--- src/rtl/alu_share_ctrl_pkg.sv ---
// alu_share_ctrl_pkg: shared Alu widths and scheduler state encoding
package alu_share_ctrl_pkg;
    localparam int WIDTH = 32;
    localparam int OPW = 3;
    localparam int CNTW = 16;
    typedef enum logic [1:0] {IDLE, ISSUE, DONE} state_e;
endpackage

--- src/rtl/alu_share_ctrl_rr_arbiter2.sv ---
// rr_arbiter2: two-way round-robin grant, the requester not granted last wins a tie
module rr_arbiter2 (
    input  logic [1:0] req_i,
    input  logic       last_i,
    output logic [1:0] gnt_o
);
    always_comb gnt_o = (req_i == 2'b11) ? (last_i ? 2'b01 : 2'b10) : req_i;
endmodule

--- src/rtl/alu_share_ctrl.sv ---
// alu_share_ctrl: round-robin scheduler time-sharing one combinational Alu between two requesters
module alu_share_ctrl #(
    parameter int WIDTH = alu_share_ctrl_pkg::WIDTH,
    parameter int OPW   = alu_share_ctrl_pkg::OPW,
    parameter int CNTW  = alu_share_ctrl_pkg::CNTW
) (
    input  logic             clk,
    input  logic             reset,
    input  logic             req0,
    input  logic             req1,
    input  logic [WIDTH-1:0] a0,
    input  logic [WIDTH-1:0] b0,
    input  logic [WIDTH-1:0] a1,
    input  logic [WIDTH-1:0] b1,
    input  logic [OPW-1:0]   op0,
    input  logic [OPW-1:0]   op1,
    input  logic             unsig0,
    input  logic             unsig1,
    output logic [WIDTH-1:0] alu_a,
    output logic [WIDTH-1:0] alu_b,
    output logic [OPW-1:0]   alu_op,
    output logic             alu_unsig,
    input  logic [WIDTH-1:0] alu_out,
    input  logic             alu_compout,
    input  logic             alu_overflow,
    output logic             done0,
    output logic             done1,
    output logic [WIDTH-1:0] result,
    output logic             result_comp,
    output logic             result_ovf,
    output logic             result_owner,
    output logic             busy,
    output logic [CNTW-1:0]  ops_count
);
    import alu_share_ctrl_pkg::*;
    state_e state_q;
    logic last_q;
    logic owner_q;
    logic [1:0] gnt;
    logic win;
    rr_arbiter2 u_arb (
        .req_i ({req1, req0}),
        .last_i(last_q),
        .gnt_o (gnt)
    );
    assign win = gnt[1];
    // done and busy are registered so they line up exactly with the DONE/ISSUE cycles
    always_ff @(posedge clk) begin
        if (reset) begin
            state_q      <= IDLE;
            last_q       <= 1'b1;
            owner_q      <= 1'b0;
            alu_a        <= '0;
            alu_b        <= '0;
            alu_op       <= '0;
            alu_unsig    <= 1'b0;
            done0        <= 1'b0;
            done1        <= 1'b0;
            result       <= '0;
            result_comp  <= 1'b0;
            result_ovf   <= 1'b0;
            result_owner <= 1'b0;
            busy         <= 1'b0;
            ops_count    <= '0;
        end else begin
            done0 <= 1'b0;
            done1 <= 1'b0;
            case (state_q)
                IDLE: if (|gnt) begin
                    alu_a     <= win ? a1 : a0;
                    alu_b     <= win ? b1 : b0;
                    alu_op    <= win ? op1 : op0;
                    alu_unsig <= win ? unsig1 : unsig0;
                    owner_q   <= win;
                    last_q    <= win;
                    busy      <= 1'b1;
                    state_q   <= ISSUE;
                end
                ISSUE: begin
                    result       <= alu_out;
                    result_comp  <= alu_compout;
                    result_ovf   <= alu_overflow;
                    result_owner <= owner_q;
                    ops_count    <= ops_count + CNTW'(1);
                    done0        <= !owner_q;
                    done1        <= owner_q;
                    state_q      <= DONE;
                end
                default: begin
                    busy    <= 1'b0;
                    state_q <= IDLE;
                end
            endcase
        end
    end
endmodule

--- config.mk ---
export PLATFORM = sky130hd
export DESIGN_NAME = alu_share_ctrl
export DESIGN_NICKNAME = d
export VERILOG_FILES = /design/src/rtl/alu_share_ctrl_pkg.sv /design/src/rtl/alu_share_ctrl_rr_arbiter2.sv /design/src/rtl/alu_share_ctrl.sv
export SDC_FILE = /design/constraint.sdc
export NUM_CORES = 1
export LEC_CHECK = 0
export ABC_AREA = 1
export ABC_CLOCK_PERIOD_IN_PS = 1400
export BUFFER_PORTS_ARGS = -buffer_cell sky130_fd_sc_hd__buf_2
export CORE_UTILIZATION = 33
export DETAILED_ROUTE_END_ITERATION = 10
export SLEW_MARGIN = 10
export SYNTH_ARGS = -nofsm -noshare
export SYNTH_HDL_FRONTEND = slang
export SYNTH_HIERARCHICAL = 1
export SYNTH_SLANG_ARGS = --single-unit
--- constraint.sdc ---
create_clock -name clk -period 1.4 [get_ports clk]
set_input_delay 0.28 -clock clk [delete_from_list [all_inputs] [get_ports clk]]
set_output_delay 0.28 -clock clk [all_outputs]
set_load 0.01 [all_outputs]
======== Word level (Yosys, flattened, before mapping) ========
Index checks and enable logic that the tools add are counted.
cells by class
  $mul .................................... 0
  div/mod/pow operators ................... 0
  reductions and logical operators ........ 6
  add/sub/neg operators ................... 1
  eq/ne operators ......................... 3
  multiplexer cells ....................... 10
  bitwise logic cells ..................... 1
  $lt $le $gt $ge ......................... 0
  shifts and indexed selects .............. 0
operator list
  cell                                                              number
  32-bit two-way mux                                                2
  16-bit by 1-bit adder with 16-bit output (second input constant)  1
  2-bit two-way mux                                                 3
  2-bit one-hot mux with 2 select lines                             1
  2-bit AND reduction                                               2
  2-bit OR reduction                                                2
  3-bit two-way mux                                                 1
  2-bit by 1-bit == test with 1-bit output (second input constant)  1
  2-bit == test (second input constant)                             1
  2-bit logical NOT                                                 1
  1-bit two-way mux                                                 2
  2-bit != test (second input constant)                             1
  1-bit one-hot mux with 2 select lines                             1
  1-bit logical NOT                                                 1
  1-bit inverter                                                    1
word-level totals
  latch bits .............................. 0
  word-level logic and storage cells ...... 36
  bits of input ports ..................... 174
  memory bits (writable) .................. 0
  register bits ........................... 126
  output and inout port bits .............. 122
  memories ................................ 0
  bits in read-only memories .............. 0

======== Logic depth before layout (Yosys ltp) ========
Gate-level depths: netlist of the first run.
  depth in word-level cells ............... 5
  mapped depth ............................ 9
  gate-level depth less buffers ........... 8

======== Hierarchy ========
Netlist of the first run, hierarchy kept.
by module, submodules not included
  module          cells an instance  sequential area each (sq um)  instances  area each (sq um)
  alu_share_ctrl  671                2522.4                        1          5031.1
  rr_arbiter2     5                  0.0                           1          21.3

======== Worst setup path before layout of the first run ========
OpenSTA, ideal clock, no wires.
  path type ............................... register to register
  start point ............................. register ops_count[0]
  end point ............................... register ops_count[14]
  setup time .............................. 0.113 ns
  stages on the path, launching flop included .. 9
  data required time ...................... 1.287 ns
  clock period less this slack ............ 1.299 ns
  slack ................................... 0.101 ns
  buffers on the path ..................... 0
  arrival time ............................ 1.186 ns
  cells stage by stage .................... dfxtp_1 > ha_1 > inv_1 > nor2_1 > nand3_1 > nor2_1 > nand2_1 > nand2_1 > nor2_1
on the way
  cells in the longest elaborated chain, start to end .. 1
RTL lines
  what                                      RTL line              text
  from (decl)                               alu_share_ctrl.sv:33  output logic [CNTW-1:0] ops_count
  from (signal assigned)                    alu_share_ctrl.sv:84  ops_count <= ops_count + CNTW'(1);
  16-bit by 1-bit adder with 16-bit output  alu_share_ctrl.sv:84
No other way between the ends.
A chain may end at the register's enable or synchronous reset.

======== Worst setup path after layout of the first run ========
  start point ............................. register last_q
  end point ............................... register alu_a[28]
on the way
  cells in the longest elaborated chain, start to end .. 4
  elaborated cells between the ends (all ways) .. 5
  those cells by class .................... 3 x mux; 2 x reduce/logical
RTL lines
  what                                  RTL line                         text
  from (decl)                           alu_share_ctrl.sv:37             logic last_q;
  from (signal assigned)                alu_share_ctrl.sv:75             last_q <= win;
  2-bit two-way mux (*) (2 in series)   alu_share_ctrl_rr_arbiter2.sv:7  always_comb gnt_o = (req_i == 2'b11) ? (last_i ? 2'b01 : 2'b10) : req_i;
  named net gnt[1]                      alu_share_ctrl.sv:39             logic [1:0] gnt;
  2-bit OR reduction                    alu_share_ctrl.sv:69             IDLE: if (|gnt) begin
  2-bit AND reduction (no source line)  n/a
  to (signal assigned)                  alu_share_ctrl.sv:70             alu_a <= win ? a1 : a0;
  to (decl)                             alu_share_ctrl.sv:19             output logic [WIDTH-1:0] alu_a,
Mark *: on every way through the listed nets, which the timed path passes. The rest lies on a longest branch.

==> summary.md, run 1 <==
| Metric | Value |
|---|---|
| Post-synth net total | `851` |
| Fin Clk Skew | `0.00513 ns` |
| Max Clock Freq | `733 MHz` |
| Synth Instances | `676` |
| Area delta synth->final | `50.1%` |
| Register area | `2530 µm²` |
| I/O Pins | `296` |
| Crit path arrival time | `1.70 ns` |
| Root buffer selected by CTS | `clkbuf_16` |
| Setup TNS | `0 ns` |
| Row count | `44` |
| RSZ-0062 raised after global routing | `true` |
| Netlist cell types | `25` |
| Maximum vdd ir drop | `0.800 mV` |
| CTS tree | `done` |
| Mapped cell area | `5050 µm²` |
| Worst hold endpoint | `result_ovf$_SDFFE_PP0N_` |
| Flop2flop setup slack | `0.04 ns` |
| Port-buffer cells | `295` |
| Final hold vios | `0` |
| Crit. End Element | `register` |
| Design area | `7580 µm²` |
| Global placer's final weighted congestion | `0.797` |
| Multi-input logic area | `2250 µm²` |
| DRC viols | `1` |
| Worst-case clock buffer depth | `2` |
| Syn avg cell area | `7.47 µm²` |
| Synthesized flop and latch total | `126` |
| Min Tclk post-route | `1.36 ns` |
| Failing checks | `DRC` |
| Worst slew pin tran | `0.349 ns` |
| Endpoints failing setup | `0` |
| Clk_lat worst skew | `0.42 ns` |
| Placed cells | `1129` |
| Hold Crit Class | `input pin to register` |
| DR pass1 iterations | `7` |
| Die area | `15800 µm²` |
| CTS Buf Count | `17` |
| Filler cells | `1477` |
| Via count | `5649` |
| Share of layout cells above drive strength 1 | `0.389` |
| Status | `finished, violations left` |
| R2R Path Start | `last_q$_SDFFE_PP1P_` |
| Final wirelength | `17.2 mm` |
| Period utilization | `0.975` |
| Sequential area share after synthesis | `0.499` |
| Vias per cell | `4.82` |
| R2R depth | `7` |
| Leak Pwr | `3.72 nW` |
| Non-Filler Instances | `1171` |
| Hold path startpoint | `alu_overflow` |
| Crit path from | `last_q$_SDFFE_PP1P_` |
| Worst path required time | `1.74 ns` |
| Final net count | `1149` |
| Initial Util | `0.342` |
| Relative slew slack | `0.768` |
| Largest net degree at the start of global routing | `46` |
| Final slew viol count | `0` |
| Max-Cap Viols | `0` |
| Die Height | `126 µm` |
| H-tree levels | `4` |
| Iter 0 DRT Violations | `296` |
| Die X-Extent | `126 µm` |
| Area after DPL | `6790 µm²` |
| Initial antenna violation count | `3` |
| DR WL/cell | `14.7 µm` |
| Crit path max fanout | `21` |
| Vias in the first global route | `5364` |
| Power per cell area | `1420 nW/µm²` |
| Yosys warnings | `6` |
| Global-route wire length before repair | `26.7 mm` |
| Antenna viol nets, final | `0` |
| Clock Pin Slew Worst Setup and Hold Paths | `0.05 ns` |
| Area of the core | `14800 µm²` |
| Hold depth | `3` |
| Post-DP HPWL | `11.8 mm` |
| FF-to-FF End | `alu_a[28]$_SDFFE_PP0P_` |
| Overall Global Routing Usage | `0.216` |
| Critical path type | `register to register` |
| CTS sink count | `126` |
| # hold bufs at CTS | `0` |
| Total grt overflow | `0` |
| CP Launch Type | `register` |
-- state kept, by name, summed over array words and instances (netlist names), 2 cells and up --
signal,flops
ops_count,16
result,32
alu_b,32
alu_a,32
state_q,2
alu_op,3
-- synth_stat cells --
cell	n	area, µm²
nor2_2	2	12.5
a21oi_1	7	35.0
a31oi_1	68	425
or2_2	1	6.26
inv_2	2	7.51
inv_1	19	71.3
clkbuf_1	26	97.6
nand2_1	169	634
buf_4	4	30.0
clkinv_1	1	3.75
o21bai_1	1	7.51
xor2_1	2	17.5
buf_2	12	60.1
a31o_2	1	8.76
dfxtp_1	126	2520
o21ai_1	60	300
nor3_1	2	10.0
nand4_1	3	18.8
nor3b_1	1	7.51
ha_1	1	12.5
nor2_1	103	387
o21ai_0	48	240
nand2_2	1	6.26
nand3_1	8	40.0
buf_6	8	90.1
-- area by class of cell --
| type | count | share of cell area |
|---|---|---|
| Sequential cell | 126 | 0.333 |
| Tap cell | 184 | 0.0304 |
| Multi-Input combinational cell | 478 | 0.297 |
| Antenna cell | 1 | 0.000330 |
| Clock inverter | 8 | 0.0119 |
| Timing Repair Buffer | 329 | 0.254 |
| Clock buffer | 23 | 0.0617 |
| Inverter | 22 | 0.0109 |
-- cells by family after synthesis --
logic type	synth area share
compound gates	0.201
fa+ha+maj	0.00248
buf+inv	0.0713
xor+xnor	0.00347
flops	0.499
simple gates	0.222
-- how the worst max path moves through the flow --
| stage | end | cells after the start |
|---|---|---|
| after global routing | alu_a[27]$_SDFFE_PP0P_ | 7 |
| after detailed placement | alu_a[9]$_SDFFE_PP0P_ | 9 |
| final | alu_a[28]$_SDFFE_PP0P_ | 7 |
| after floorplan | ops_count[14]$_SDFFE_PP0N_ | 8 |
| after CTS | ops_count[14]$_SDFFE_PP0N_ | 8 |
| after global placement | alu_a[10]$_SDFFE_PP0P_ | 9 |
-- worst max-delay path: stages (launching register included) --
cell	delay, ns
dfxtp_4	0.35
a21oi_4	0.18
nor2_2	0.07
nor2_4	0.11
buf_6	0.16
buf_12	0.18
o21ai_1	0.08
a31oi_1	0.14
-- placed cells by master (no fill, tap or decap), types with 5 or more instances in the layout --
cell	count
nand2_1	168
nor2_2	5
o21ai_0	46
dfxtp_1	123
o21ai_2	8
nor2_1	97
nand3_1	7
buf_4	17
buf_12	12
a31oi_1	68
a21oi_1	6
o21ai_1	54
inv_1	18
clkbuf_16	19
buf_2	295
clkinv_2	6
-- power breakdown --
group / switching [mW] / internal [mW]
Sequential: 0.225 / 4.01
Clock: 1.55 / 2.68
Combinational: 1.27 / 1.01
-- timing repair --
| action | CTS | global route |
|---|---|---|
| setup buffers | 4 | 3 |
| pin swaps | 1 | 2 |
| cloned | 2 | 3 |
| setup endpoints to repair | 41 | 79 |
| resized for setup | 3 | 29 |
-- layer usage --
| layer | GRT usage | wire, µm | vias up |
|---|---|---|---|
| met3 | 0.0637 | 1200 | 37 |
| met4 | 0.0978 | 467 | 2 |
| li1 | - | - | 2860 |
| met2 | 0.365 | 8160 | 227 |
| met5 | 0 | 8 | - |
| met1 | 0.253 | 7360 | 2523 |
-- metrics by stage --
step / total power, mW / worst slack [ns] / utilization / hold slack (ns)
after floorplan: 5.44 / 0.101 / - / 0.412
after global routing: 11.3 / -0.0675 / 0.514 / 0.112
after detailed placement: 6.36 / -0.150 / 0.460 / 0.452
after global placement: 6.35 / -0.0956 / 0.460 / 0.455
final: 10.8 / 0.0356 / 0.514 / 0.111
after CTS: 10.8 / 0.00207 / 0.505 / 0.0917
Power figures use the tool's default switching activity.
==> run 2: changes to the inputs <==
==> constraint.sdc (replaced) <==
create_clock -name clk -period 1.4 [get_ports clk]
set_input_delay 0.21 -clock clk [delete_from_list [all_inputs] [get_ports clk]]
set_output_delay 0.21 -clock clk [all_outputs]
set_load 0.01 [all_outputs]
==> summary.md, run 2 (same netlist as run 1, synthesis figures left out) <==
| Metric | Value |
|---|---|
| Status | `finished, violations left` |
| Failing checks | `DRC` |
| Pre-CTS WS | `-0.0249 ns (+0.125 ns)` |
| Die Height | `126 µm (unchanged)` |
| Most common cell after layout, fill and taps aside | `buf_2` |
| Critical path type | `register to register` |
| CP Launch Type | `register` |
| Share of layout cells above drive strength 1 | `0.381 (-0.00860)` |
| Worst hold endpoint | `result[29]$_SDFFE_PP0N_` |
| Clk_lat worst skew | `0.41 ns (about the same)` |
| Crit. End Element | `register` |
| Antenna viol nets, final | `0 (unchanged)` |
| Hold path startpoint | `alu_out[29]` |
| Crit path max fanout | `25 (+19%)` |
| FF-to-FF End | `alu_a[19]$_SDFFE_PP0P_` |
| Initial antenna violation count | `2 (-1)` |
| Global placer's final weighted congestion | `0.783 (-1.8%)` |
| CP Cell Sequence | `a21oi_4, nor2_2, nor2_4, buf_12, buf_6, a31oi_2` |
| Slowest cell on crit path | `dfxtp_4` |
| Final wirelength | `16.8 mm (-2.1%)` |
| Die area | `15800 µm² (unchanged)` |
| Overall Global Routing Usage | `0.209 (-0.00744)` |
| Post-DP HPWL | `11.7 mm (-0.90%)` |
| Min Tclk post-route | `1.33 ns (-0.0362 ns)` |
| Final hold vios | `0 (unchanged)` |
| R2R depth | `6 (-1)` |
| Global-route wire length before repair | `26.1 mm (-2.3%)` |
| Crit path arrival time | `1.61 ns (-0.09 ns)` |
| Total grt overflow | `0 (unchanged)` |
| Crit-path max cell delay | `0.36 ns (about the same)` |
| DR WL/cell | `14.4 µm (-1.7%)` |
| Largest net degree at the start of global routing | `67 (+46%)` |
| CP delay by family, top | `buffers and inverters` |
| I/O Pins | `296 (unchanged)` |
| Hold depth | `3 (unchanged)` |
| CTS Buf Count | `17 (unchanged)` |
| Root buffer selected by CTS | `clkbuf_16` |
| Clock Pin Slew Worst Setup and Hold Paths | `0.06 ns (about the same)` |
| Top flop regs | `alu_a x32, alu_b x32, result x32` |
| Worst Path Buf+Inv | `2 (unchanged)` |
| Final net count | `1144 (-0.44%)` |
| Maximum vdd ir drop | `0.793 mV (-0.78%)` |
| DRC viols | `2 (+1)` |
| Die X-Extent | `126 µm (unchanged)` |
| Flop2flop setup slack | `0.07 ns (+0.04 ns)` |
| RSZ-0062 raised after global routing | `true` |
| Worst slew pin tran | `0.340 ns (-0.00860 ns)` |
| Area of the core | `14800 µm² (unchanged)` |
| Most frequent cells in the layout | `buf_2 (295), nand2_1 (169), dfxtp_1 (124)` |
| Worst-case clock buffer depth | `2 (unchanged)` |
| Row count | `44 (unchanged)` |
| Max Clock Freq | `753 MHz (+2.7%)` |
| Fin Clk Skew | `0.00932 ns (+0.00420 ns)` |
| Area delta synth->final | `49.8%` |
| Period utilization | `0.949 (-0.0259)` |
| Max-Cap Viols | `0 (unchanged)` |
| Vias in the first global route | `5253 (-2.1%)` |
| Via count | `5649 (unchanged)` |
| Relative slew slack | `0.773 (+0.00574)` |
| Power per cell area | `1470 nW/µm² (+3.7%)` |
| Iter 0 DRT Violations | `229 (-23%)` |
| Port-buffer cells | `295 (unchanged)` |
| Pwr Total | `11.1 mW (+3.5%)` |
| CTS tree | `done` |
| Endpoints failing setup | `0 (unchanged)` |
| R2R Path Start | `last_q$_SDFFE_PP1P_` |
| Final slew viol count | `0 (unchanged)` |
| # hold bufs at CTS | `0 (unchanged)` |
| Leak Pwr | `3.70 nW (-0.44%)` |
| Worst path required time | `1.68 ns (-0.06 ns)` |
| DR pass1 iterations | `8 (+1)` |
| CTS sink count | `126 (unchanged)` |
| Hold Crit Class | `input pin to register` |
| Final worst slack | `0.0718 ns (+0.0362 ns)` |
| Vias per cell | `4.84 (+0.34%)` |
| H-tree levels | `4 (unchanged)` |
| Initial Util | `0.342 (unchanged)` |
[run 2: cell types whose count changed in the layout (fill, tap and decap cells not counted), moves of 4 or more]
cell	before	now
buf_12	12	7
o21ai_2	8	1
o21ai_1	54	64
clkinvlp_4	0	4
clkbuf_1	4	0
[run 2: worst max path at each step]
stage,startpoint,end,cells past startpoint
6_report,last_q$_SDFFE_PP1P_,alu_a[19]$_SDFFE_PP0P_,6
5_1_grt,last_q$_SDFFE_PP1P_,alu_b[26]$_SDFFE_PP0P_,8
4_1_cts,last_q$_SDFFE_PP1P_,alu_b[1]$_SDFFE_PP0P_,6
3_5_place_dp,last_q$_SDFFE_PP1P_,alu_a[7]$_SDFFE_PP0P_,7
3_3_place_gp,req1,alu_a[7]$_SDFFE_PP0P_,9
2_1_floorplan,ops_count[0]$_SDFFE_PP0N_,ops_count[14]$_SDFFE_PP0N_,8
[run 2: worst register-to-register path, cell delays in order (launching register included)]
cell and delay [ns]:
dfxtp_4 0.36, a21oi_4 0.16, nor2_2 0.06, nor2_4 0.09, buf_12 0.16, buf_6 0.24, a31oi_2 0.13
[run 2: stage by stage]
step           cell area [µm²]  hold slack (ns)   TNS, ns  cells  utilization
6_report                  7570           0.0515         0   1167        0.513
5_1_grt                   7570           0.0426   -0.0636   1166        0.513
4_1_cts                   7440           0.0321   -0.0161   1163        0.504
3_5_place_dp              6770            0.446    -0.103   1129        0.459
3_3_place_gp              6770            0.454  -0.00369   1129        0.459
2_1_floorplan             5050            0.369         0    676            -
[run 2: repair_timing]
| action | CTS | global route |
|---|---|---|
| resized for setup | 5 | 20 |
| endpoints found under the setup margin | 23 | 74 |
| gates cloned | 1 | 3 |
| buffers inserted | 1 | 1 |
| pin swaps | 0 | 3 |
| endpoints found under the hold margin | 0 | 0 |
[run 2: layout make-up]
type	count	area (µm²)
diodes	1	2.50
clock buffers	18	439
flip-flops and latches	126	2530
well taps	184	230
multi-input cells	478	2210
clock inverters	14	191
inverters	22	82.6
repair buffers	324	1890
fillers	1501	7180
[run 2: metal layers]
metal,part of all wire,wire (µm),vias to the layer above,track usage
met1,0.42,7010,2538,0.247
met4,0.017,282,2,0.0872
li1,-,-,2847,-
met2,0.49,8200,239,0.349
met5,0.00065,11,-,0
met3,0.079,1330,23,0.0658
[run 2: power by group]
| part | internal, mW | switching, mW |
|---|---|---|
| logic | 0.995 | 1.24 |
| clock network | 3.02 | 1.65 |
| registers | 4.01 | 0.217 |
